### src/rtl/sseg_capture.sv
// rtl/sseg_capture.sv - recovers four hex nibbles from a multiplexed active-low seven-segment bus
module sseg_capture #(
    parameter int STABLE_CNT = 4
) (
    input  logic        clk,
    input  logic        rst_n,
    input  logic [3:0]  an,
    input  logic [6:0]  seg,
    output logic [15:0] digits,
    output logic        valid,
    output logic        err,
    output logic [3:0]  digit_err
);
    typedef enum logic {SETTLE, HELD} state_t;

    localparam logic [7:0] STABLE = 8'(STABLE_CNT);

    state_t      state, state_next;
    logic [10:0] sync1, s, s_prev;
    logic [7:0]  cnt, cnt_next;
    logic        accept, qual;
    logic [3:0]  s_an;
    logic [6:0]  s_seg;
    logic [1:0]  k;
    logic [4:0]  dec;
    logic [15:0] shadow, shadow_next;
    logic [3:0]  shadow_err, shadow_err_next;
    logic [3:0]  seen, seen_next;

    assign s_an  = s[10:7];
    assign s_seg = s[6:0];

    // Returns {invalid, nibble}; anything outside the sixteen glyphs decodes as 0 with invalid set
    function automatic logic [4:0] decode_seg(input logic [6:0] p);
        case (p)
            7'b1000000: decode_seg = 5'h00;
            7'b1111001: decode_seg = 5'h01;
            7'b0100100: decode_seg = 5'h02;
            7'b0110000: decode_seg = 5'h03;
            7'b0011001: decode_seg = 5'h04;
            7'b0010010: decode_seg = 5'h05;
            7'b0000010: decode_seg = 5'h06;
            7'b1111000: decode_seg = 5'h07;
            7'b0000000: decode_seg = 5'h08;
            7'b0010000: decode_seg = 5'h09;
            7'b0001000: decode_seg = 5'h0A;
            7'b0000011: decode_seg = 5'h0B;
            7'b1000110: decode_seg = 5'h0C;
            7'b0100001: decode_seg = 5'h0D;
            7'b0000110: decode_seg = 5'h0E;
            7'b0001110: decode_seg = 5'h0F;
            default:    decode_seg = 5'h10;
        endcase
    endfunction

    // Synchronizer resets to all ones so an idle display never looks like a selected digit
    always_ff @(posedge clk or negedge rst_n) begin
        if (!rst_n) begin
            sync1  <= '1;
            s      <= '1;
            s_prev <= '1;
            state  <= SETTLE;
            cnt    <= '0;
        end else begin
            sync1  <= {an, seg};
            s      <= sync1;
            s_prev <= s;
            state  <= state_next;
            cnt    <= cnt_next;
        end
    end

    always_comb begin
        state_next = state;
        cnt_next   = cnt;
        accept     = 1'b0;
        if (s != s_prev) begin
            state_next = SETTLE;
            cnt_next   = 8'd1;
        end else begin
            if (cnt != 8'hFF)
                cnt_next = cnt + 8'd1;
            if (state == SETTLE && cnt == STABLE) begin
                accept     = 1'b1;
                state_next = HELD;
            end
        end
    end

    always_comb begin
        k = 2'd0;
        for (int i = 0; i < 4; i++)
            if (!s_an[i])
                k = 2'(i);
    end

    assign qual = accept && $onehot(~s_an);
    assign dec  = decode_seg(s_seg);

    always_comb begin
        shadow_next     = shadow;
        shadow_err_next = shadow_err;
        seen_next       = seen;
        if (qual) begin
            shadow_next[{k, 2'b00} +: 4] = dec[3:0];
            shadow_err_next[k]           = dec[4];
            seen_next[k]                 = 1'b1;
        end
    end

    always_ff @(posedge clk or negedge rst_n) begin
        if (!rst_n) begin
            shadow     <= '0;
            shadow_err <= '0;
            seen       <= '0;
            digits     <= '0;
            digit_err  <= '0;
            valid      <= 1'b0;
            err        <= 1'b0;
        end else begin
            shadow     <= shadow_next;
            shadow_err <= shadow_err_next;
            valid      <= 1'b0;
            err        <= 1'b0;
            if (seen_next == 4'hF) begin
                digits    <= shadow_next;
                digit_err <= shadow_err_next;
                valid     <= 1'b1;
                err       <= |shadow_err_next;
                seen      <= '0;
            end else begin
                seen <= seen_next;
            end
        end
    end
endmodule

### config.mk
export PLATFORM = sky130hd
export DESIGN_NAME = sseg_capture
export DESIGN_NICKNAME = d
export VERILOG_FILES = /design/src/rtl/sseg_capture.sv
export SDC_FILE = /design/constraint.sdc
export NUM_CORES = 1
export LEC_CHECK = 0
export ABC_AREA = 0
export BUFFER_PORTS_ARGS = -buffer_cell sky130_fd_sc_hd__buf_4
export CORE_UTILIZATION = 58
export CTS_CLUSTER_SIZE = 24
export DETAILED_ROUTE_END_ITERATION = 16
export GPL_TIMING_DRIVEN = 0
export PLACE_DENSITY = 0.82
export SLEW_MARGIN = 20
export SYNTH_ARGS = -nofsm -noshare
export SYNTH_HDL_FRONTEND = slang
export SYNTH_SLANG_ARGS = --single-unit
### constraint.sdc
create_clock -name clk -period 4.4 [get_ports clk]
set_input_delay 1.32 -clock clk [delete_from_list [all_inputs] [get_ports clk]]
set_output_delay 1.32 -clock clk [all_outputs]
set_load 0.1 [all_outputs]
# Yosys cells after proc, flatten, opt, wreduce, memory -nomap -nowiden

Index checks and enable logic that the tools add are counted.
W data, S select, Z words.

Flip-flop bits (word level): 88
Output and inout bits: 22

Add/subtract/negate cells: 5
$lt $le $gt $ge: 2
Eq/ne operators: 20
Shift-type cells: 2
Mux-type cells: 20
Bitwise logic cells: 3
Reduce and logical (&&, ||, !) cells: 7

Operator list:

| operator                 | number |
|---|---|
| $pmux W5 S16             | 1 |
| $eq A7 B7 Y1 const B     | 4 |
| $eq A7 B5 Y1 const B     | 3 |
| $eq A7 B6 Y1 const B     | 3 |
| $bwmux W16               | 1 |
| $mux W16                 | 1 |
| $mux W8                  | 2 |
| $shift A4 B6 Y16 const A | 1 |
| $shiftx A4 B6 Y16        | 1 |
| $eq A7 B2 Y1 const B     | 2 |
| $eq A7 B4 Y1 const B     | 2 |
| $mux W4                  | 3 |
| $ne A11 B11 Y1           | 1 |
| $add A8 B1 Y8 const B    | 1 |
| $eq A8 B3 Y1 const B     | 1 |
| $mux W1                  | 8 |
| $ne A8 B8 Y1 const B     | 1 |
| $eq A7 B3 Y1 const B     | 1 |
| $logic_not A7 Y1         | 1 |
| $neg A4 Y6               | 1 |
| $add A1 B1 Y2            | 2 |
| $bwmux W4                | 1 |
| $eq A4 B4 Y1 const B     | 1 |
| $mux W2                  | 2 |
| other kinds (11)         | 14 |

# Depth between registers and ports, before layout

Gate-level depths: netlist of run 1.

Depth in word-level cells: 11
Mapped depth: 11

# Worst setup path after synthesis of run 1

Ideal clock, no wire load.

Path kind: flip-flop to flip-flop
Start: register s[8]
End: register digit_err[0]
Setup time: 125 ps
Arrival time: 3,298 ps
Required time: 4,275 ps
Setup slack: 976 ps
Stages on the path, launching flop included: 12
Path buffers: 1
Cells stage by stage: dfstp_2 fa_1 inv_1 ha_1 ha_1 nor4b_1 nand3_1 nor4_4 a32oi_1 nor3_4 buf_4 mux2_2

Longest elaborated chain between the ends: 10
Elaborated cells between the ends (all ways): 20
Those cells by class: 2 x add/sub; 2 x order compare; 3 x eq/ne; 9 x mux; 2 x bitwise; 2 x reduce/logical

Ends and longest elaborated chain:

| what                                                               | line     | text |
|---|---|---|
| start, declared                                                    | 19       | `logic [10:0] sync1, s, s_prev;` |
| start signal, assigned                                             | 66       | `s <= sync1;` |
| $mux W1                                                            | 93       | `if (!s_an[i])` |
| $mux W2 (2 in series)                                              | 93       |  |
| $lt A2 B3 Y1 (not written as such) or $ge A2 B1 Y1 (tied branches) | 106, 107 |  |
| $logic_and A1 B1 Y1 (not written as such)                          | 106, 107 |  |
| $mux W1 (not written as such)                                      | 106, 107 |  |
| $demux W1 S2                                                       | 106, 107 |  |
| $or A4 B4 Y4 (no source line)                                      | -        |  |
| $mux W4                                                            | 104      | `if (qual) begin` |
| $eq A4 B4 Y1                                                       | 125      | `if (seen_next == 4'hF) begin` |
| end signal, assigned                                               | 127      | `digit_err <= shadow_err_next;` |
| end, declared                                                      | 12       | `output logic [3:0] digit_err` |

Several ways; a longest one is shown, not always the timed one.
A chain may end at the register's enable or synchronous reset.

# Final worst setup path of run 1

Start: register s[8]
End: register digit_err[3]

The elaborated chain is that of the path after synthesis.

==> results of run 1 <==
[worst max-delay path by stage]
| stage | from | end | slack, ns | depth (start not counted) |
|---|---|---|---|---|
| final | s[8]$_DFF_PN1_ | digit_err[3]$_DFFE_PN0P_ | 0.55 | 11 |
| after global routing | s[8]$_DFF_PN1_ | digit_err[3]$_DFFE_PN0P_ | 0.25 | 11 |
| after CTS | s[8]$_DFF_PN1_ | digit_err[3]$_DFFE_PN0P_ | 0.50 | 11 |
| after detailed placement | s[8]$_DFF_PN1_ | digit_err[3]$_DFFE_PN0P_ | 0.54 | 11 |
| after global placement | s[8]$_DFF_PN1_ | digits[14]$_DFFE_PN0P_ | 0.62 | 11 |
| after floorplan | s[8]$_DFF_PN1_ | digit_err[0]$_DFFE_PN0P_ | 0.98 | 11 |
[where the power goes]
part | switching [mW] | internal, mW | total [mW]
clock network | 0.296 | 0.213 | 0.510
registers | 0.0102 | 0.836 | 0.846
logic | 0.0471 | 0.0296 | 0.0767
total | 0.354 | 1.08 | 1.43
[metal layers]
| metal | routed length (um) | global-route usage | up-vias |
|---|---|---|---|
| met1 | 2841 | 0.2734 | 1168 |
| met4 | 61 | 0.06842 | 0 |
| met2 | 3213 | 0.3521 | 46 |
| met3 | 267 | 0.07444 | 5 |
| li1 | - | - | 1093 |
| met5 | 0 | 0 | - |
[cell families after synthesis]
logic type               after synthesis  share of synthesized area
AO/OA/AOI/OAI                         32                    0.06162
XOR/XNOR                              13                    0.03081
adder cells (fa/ha/maj)                5                    0.01896
buffers and inverters                 26                    0.02877
flip-flops                            88                     0.6070
multiplexers                          40                     0.1205
AND/OR/NAND/NOR                       76                     0.1324
[flip-flops by register name, summed over array words and instances (netlist names), 8 cells and up]
| signal | flops |
|---|---|
| cnt | 8 |
| digits | 16 |
| s | 11 |
| s_prev | 11 |
| shadow | 16 |
| sync1 | 11 |
[placed cells by master (no fill, tap or decap), types with 2 or more instances in the layout]
master      Yosys  routed
buf_4           2      35
nor3_1          5       5
xnor2_1        13      13
mux2_2         30      30
mux2i_1         4       4
or3_1           3       3
clkinvlp_4      0       2
o311ai_0        2       2
ha_1            4       4
o31a_1          2       2
nand4bb_1       2       2
dfrtp_1        55      55
nand2b_1        2       2
nand4_1         4       4
o21ai_0         6       6
nor4bb_1        2       2
nor3b_1         3       3
nand3_1        10      10
a211oi_1        2       2
nor2_1         18      18
dfstp_2        33      33
inv_6           0       4
mux2_1          6       6
a21oi_1         5       5
a31oi_1         2       2
clkbuf_8        0       9
clkbuf_1       12      13
nand4b_1        4       4
nand2_1         4       4
nor2b_1         4       4
and3_1          3       3
inv_1          11      11
[final cells by class]
class	count	area, um^2
buffer	15	65.06
timing repair buffer	34	259.0
tap	75	93.84
clock buffer	10	127.6
clock inverter	6	50.05
fill	422	1799
multi-input combinational	166	1346
inverter	11	41.29
sequential	88	2243
[critical path, cell delays in order (launching register included)]
cell and delay [ns]:
dfstp_2 0.63, fa_1 0.44, inv_1 0.07, ha_1 0.14, ha_1 0.22, nor4b_1 0.39, nand3_1 0.26, nor4_4 0.31
a32oi_1 0.21, nor3_4 0.43, buf_4 0.28, mux2_1 0.35
==> flow_metrics.env, run 1 <==
export IMPL_yosys_top_cells_area="dfrtp_1 (37%), dfstp_2 (23%), mux2_2 (9.1%)"
export IMPL_r2r_end="digit_err[3]$_DFFE_PN0P_"
export IMPL_hp_class="reg2reg"
export IMPL_start_util=0.6134
export IMPL_total_power_mw=1.433
export IMPL_holdPathEnd="s[9]$_DFF_PN1_"
export IMPL_wire_per_inst_um=15.76
export IMPL_core_area_um2=6026
export IMPL_post_cts_resized=0
export IMPL_synth_warnings=0
export IMPL_cts_buffers=9
export IMPL_maxSlewHeadroom=0.2858
export IMPL_via_per_inst=5.709
export IMPL_worst_hold_slack_ns=0.3553
export IMPL_synth_common_cells="dfrtp_1 (55), dfstp_2 (33), mux2_2 (30), nor2_1 (18), xnor2_1 (13)"
export IMPL_yosys_register_bits=88
export IMPL_crit_path_start_kind="register"
export IMPL_utilization=0.7014
export IMPL_period_needed_ns=3.848
export IMPL_async_flop_share=1.000
export IMPL_fin_worst_skew_ns=0.01848
export IMPL_critPathArrivalTime_ns=4.09
export IMPL_critPathRequiredTime_ns=4.64
export IMPL_routed_via_count=2312
export IMPL_cts_tree="built"
export IMPL_min_from="sync1[9]$_DFF_PN1_"
export IMPL_port_buffers=34
export IMPL_place_ws_ns=0.5415
export IMPL_syn2layout_area_growth_pct=14.35
export IMPL_pin_count=35
export IMPL_design_area_um2=4227
export IMPL_drtPass1Iterations=6
export IMPL_antenna_cells=0
export IMPL_path_max_fanout=10
export IMPL_leakage_nw=1.923
export IMPL_vdd_drop_max_uv=272.4
export IMPL_stdcell_count=405
export IMPL_max_cap_violations=0
export IMPL_status="complete, no violations"
export IMPL_final_nets=343
export IMPL_yosysMostFrequentCell="dfrtp_1"
export IMPL_cts_sinks=88
export IMPL_overflow=0
export IMPL_setup_viol=0
export IMPL_clock_latency_ns=0.37
export IMPL_num_rows=28
export IMPL_setup_ws_ns=0.5518
export IMPL_placed_cell_area_um2=4045
export IMPL_cts_buffer_depth=2
export IMPL_hold_viol_final=0
export IMPL_htree_num_levels=3
export IMPL_power_density_nw_per_um2=339.0
export IMPL_regToRegSetupSlack_ns=0.55
export IMPL_drc=0
export IMPL_min_delay_path_depth=0
export IMPL_syn_avg_cell_area_um2=13.20
export IMPL_root_buffer="clkbuf_8"
export IMPL_antenna_found_initial=0
export IMPL_setup_tns_ns=0
export IMPL_period_share=0.8746
export IMPL_ys_seq_area_frac=0.6070
export IMPL_ys_flop_type="dfrtp_1"
export IMPL_synth_top_area_share=0.3724
export IMPL_netlist_area_um2=3696
export IMPL_synth_top_area_cell="dfrtp_1"
export IMPL_gr_usage_all_layers=0.2168
export IMPL_clock_fmax_ghz=0.2599
export IMPL_tightest_slew_ns=1.058
export IMPL_synth_edf_count=0
export IMPL_path_class="reg2reg"
export IMPL_synth_nets=298
export IMPL_routabilityCongestion=0.8943
export IMPL_die_h_um=81.83
export IMPL_die_area_um2=6695
export IMPL_drt_iter0_drc=109
export IMPL_post_place_cells=389
export IMPL_clk_pin_slew_ns=0.08
export IMPL_dp_hpwl_um=4301
export IMPL_die_w_um=81.83
export IMPL_endpoint_kind="register"
export IMPL_ff2ff_path_depth=11
export IMPL_rsz0062_at_grt="false"
export IMPL_synth_cell_type_count=56
export IMPL_final_layout_size_suffix_gt1_frac=0.3667
export IMPL_wirelength_um=6383
export IMPL_grt_max_degree=89
export IMPL_postCtsSetupBuffers=0
export IMPL_syn_inst=280
export IMPL_ant_nets=0
export IMPL_slew_viol_final=0
export IMPL_hold_buffers=0
export IMPL_grt_pass1_wl_um=10510
export IMPL_grt_pass1_vias=2262
export IMPL_r2r_start="s[8]$_DFF_PN1_"
Power figures use the tool's default switching activity.
==> inputs of run 2 (changes only) <==
Settings changed: CORE_UTILIZATION 58 to 63, PLACE_DENSITY 0.82 to 0.88.
Clock period 4.4 ns to 4.9 ns, I/O delays scaled along.
==> flow_metrics.env, run 2 (same netlist as run 1, synthesis figures left out) <==
export IMPL_path_max_fanout=10
export IMPL_grt_pass1_wl_um=11320
export IMPL_pin_count=35
export IMPL_period_share=0.8000
export IMPL_place_ws_ns=0.9780
export IMPL_clock_fmax_ghz=0.2551
export IMPL_crit_path_start_kind="register"
export IMPL_max_cap_violations=0
export IMPL_p_switching_mw=0.3062
export IMPL_hold_viol_final=0
export IMPL_rsz0062_at_grt="false"
export IMPL_die_h_um=78.60
export IMPL_hp_class="reg2reg"
export IMPL_setup_ws_ns=0.9800
export IMPL_final_nets=343
export IMPL_htree_num_levels=3
export IMPL_power_density_nw_per_um2=311.5
export IMPL_drtPass1Iterations=4
export IMPL_gr_usage_all_layers=0.2477
export IMPL_path_class="reg2reg"
export IMPL_status="complete, no violations"
export IMPL_top_regs="digits: 16 flops, shadow: 16 flops"
export IMPL_pwr_share_clk=0.370
export IMPL_final_layout_size_suffix_gt1_frac=0.3667
export IMPL_cts_tree="built"
export IMPL_via_per_inst=5.891
export IMPL_drc=0
export IMPL_hold_buffers=0
export IMPL_die_area_um2=6177
export IMPL_setup_tns_ns=0
export IMPL_postCtsSetupBuffers=0
export IMPL_die_w_um=78.60
export IMPL_vdd_drop_max_uv=232.0
export IMPL_post_cts_resized=0
export IMPL_setup_viol=0
export IMPL_clk_pin_slew_ns=0.08
export IMPL_p_int_mw=1.014
export IMPL_path_buf_inv=2
export IMPL_dp_hpwl_um=4585
export IMPL_crit_top_cell="ha_1"
export IMPL_routed_via_count=2368
export IMPL_num_rows=27
export IMPL_endpoint_kind="register"
export IMPL_p_sw_frac=0.2319
export IMPL_overflow=0
export IMPL_fin_worst_skew_ns=0.01260
export IMPL_tightest_slew_ns=1.027
export IMPL_port_buffers=34
export IMPL_slew_viol_final=0
export IMPL_power_frac_comb=0.054
export IMPL_ant_nets=0
export IMPL_leakage_nw=1.940
export IMPL_start_util=0.6631
export IMPL_cts_sinks=88
export IMPL_wirelength_um=6842
export IMPL_max_stage_delay_ns=0.64
export IMPL_cts_buffers=9
export IMPL_antenna_cells=0
export IMPL_cts_buffer_depth=2
export IMPL_antenna_found_initial=0
export IMPL_grt_max_degree=89
export IMPL_final_common_cell="dfrtp_1"
export IMPL_wire_per_inst_um=17.02
export IMPL_period_needed_ns=3.920
export IMPL_crit_path_cell_trace="fa_1, inv_1, ha_1, ha_1, nor4b_1, nand3_1, nor4_4, a32oi_1, nor3_4, buf_4, mux2_2"
export IMPL_routabilityCongestion=0.9039
export IMPL_drt_iter0_drc=158
export IMPL_final_cell_mix="dfrtp_1 (55), buf_4 (35), dfstp_2 (33)"
export IMPL_core_area_um2=5574
export IMPL_p_seq_frac=0.576
export IMPL_worst_path_max_delay_cell="dfstp_2"
export IMPL_grt_pass1_vias=2364
export IMPL_clock_latency_ns=0.35
export IMPL_path_delay_family="simple AND/OR/NAND/NOR gates"
export IMPL_maxSlewHeadroom=0.3063
export IMPL_critPathRequiredTime_ns=5.13
export IMPL_syn2layout_area_growth_pct=14.69
export IMPL_root_buffer="clkbuf_8"
export IMPL_critPathArrivalTime_ns=4.15
run 2: cell count changes in the layout (fill, tap and decap cells not counted):
cell and change:
clkbuf_1 -1, bufinv_16 +1, inv_6 -2, clkinvlp_4 -2
clkinv_1 +1, clkinv_4 +1, clkinv_2 +2
run 2: path summary, 6_finish.rpt:
kind / start / slack [ns] / end / cells after the start
worst min-delay path: sync1[10]$_DFF_PN1_ / 0.36 / s[10]$_DFF_PN1_ / 0
min in group asynchronous: rst_n / 1.16 / shadow[4]$_DFF_PN0_ / 1
worst max-delay path: s[8]$_DFF_PN1_ / 0.98 / digits[9]$_DFFE_PN0P_ / 11
max in group asynchronous: rst_n / 3.22 / cnt[7]$_DFFE_PN0P_ / 1
worst min register to register: sync1[10]$_DFF_PN1_ / 0.36 / s[10]$_DFF_PN1_ / 0
worst max register to register: s[8]$_DFF_PN1_ / 0.98 / digits[9]$_DFFE_PN0P_ / 11
run 2: power groups by stage:
| stage | clock, mW | combinational, mW | sequential, mW |
|---|---|---|---|
| after detailed placement | 0 | 0.0707 | 0.774 |
| after global placement | 0 | 0.0679 | 0.772 |
| after floorplan | 0 | 0.0389 | 0.771 |
| final | 0.489 | 0.0713 | 0.760 |
| after CTS | 0.500 | 0.0718 | 0.760 |
| after global routing | 0.528 | 0.0792 | 0.762 |
run 2: stage by stage:
step	std cells	util	instance area [um^2]	hold WS [ns]	total power, mW
4_1_cts	402	0.7598	4235	0.3597	1.332
5_1_grt	402	0.7605	4239	0.3566	1.369
6_report	402	0.7605	4239	0.3593	1.320
3_3_place_gp	386	0.7250	4041	0.3455	0.8402
3_5_place_dp	386	0.7250	4041	0.3473	0.8442
2_1_floorplan	280	-	3696	0.3452	0.8096
run 2: per-layer routing:
layer	share of wire	wire length, um	GRT usage	vias to the layer above
met5	0	0	0	-
met4	0.014	97	0.1019	0
met3	0.036	246	0.04070	14
met2	0.55	3753	0.4243	60
met1	0.40	2744	0.3131	1207
li1	-	-	-	1087
run 2: worst reg2reg max path, delay by kind of cell, from the launching register on:
kind | cells | cell delay, ns
adder cells (fa/ha/maj) | 3 | 0.81
multiplexers | 1 | 0.37
buffers and inverters | 2 | 0.35
AND/OR/NAND/NOR | 4 | 1.43
flip-flops | 1 | 0.64
AO/OA/AOI/OAI | 1 | 0.22
run 2: final cells by class:
class	instances	area (um^2)
flip-flops and latches	88	2243
multi-input cells	166	1346
fillers	364	1335
repair buffers	34	259.0
clock buffers	9	123.9
well taps	72	90.09
clock inverters	7	70.07
plain buffers	15	65.06
inverters	11	41.29
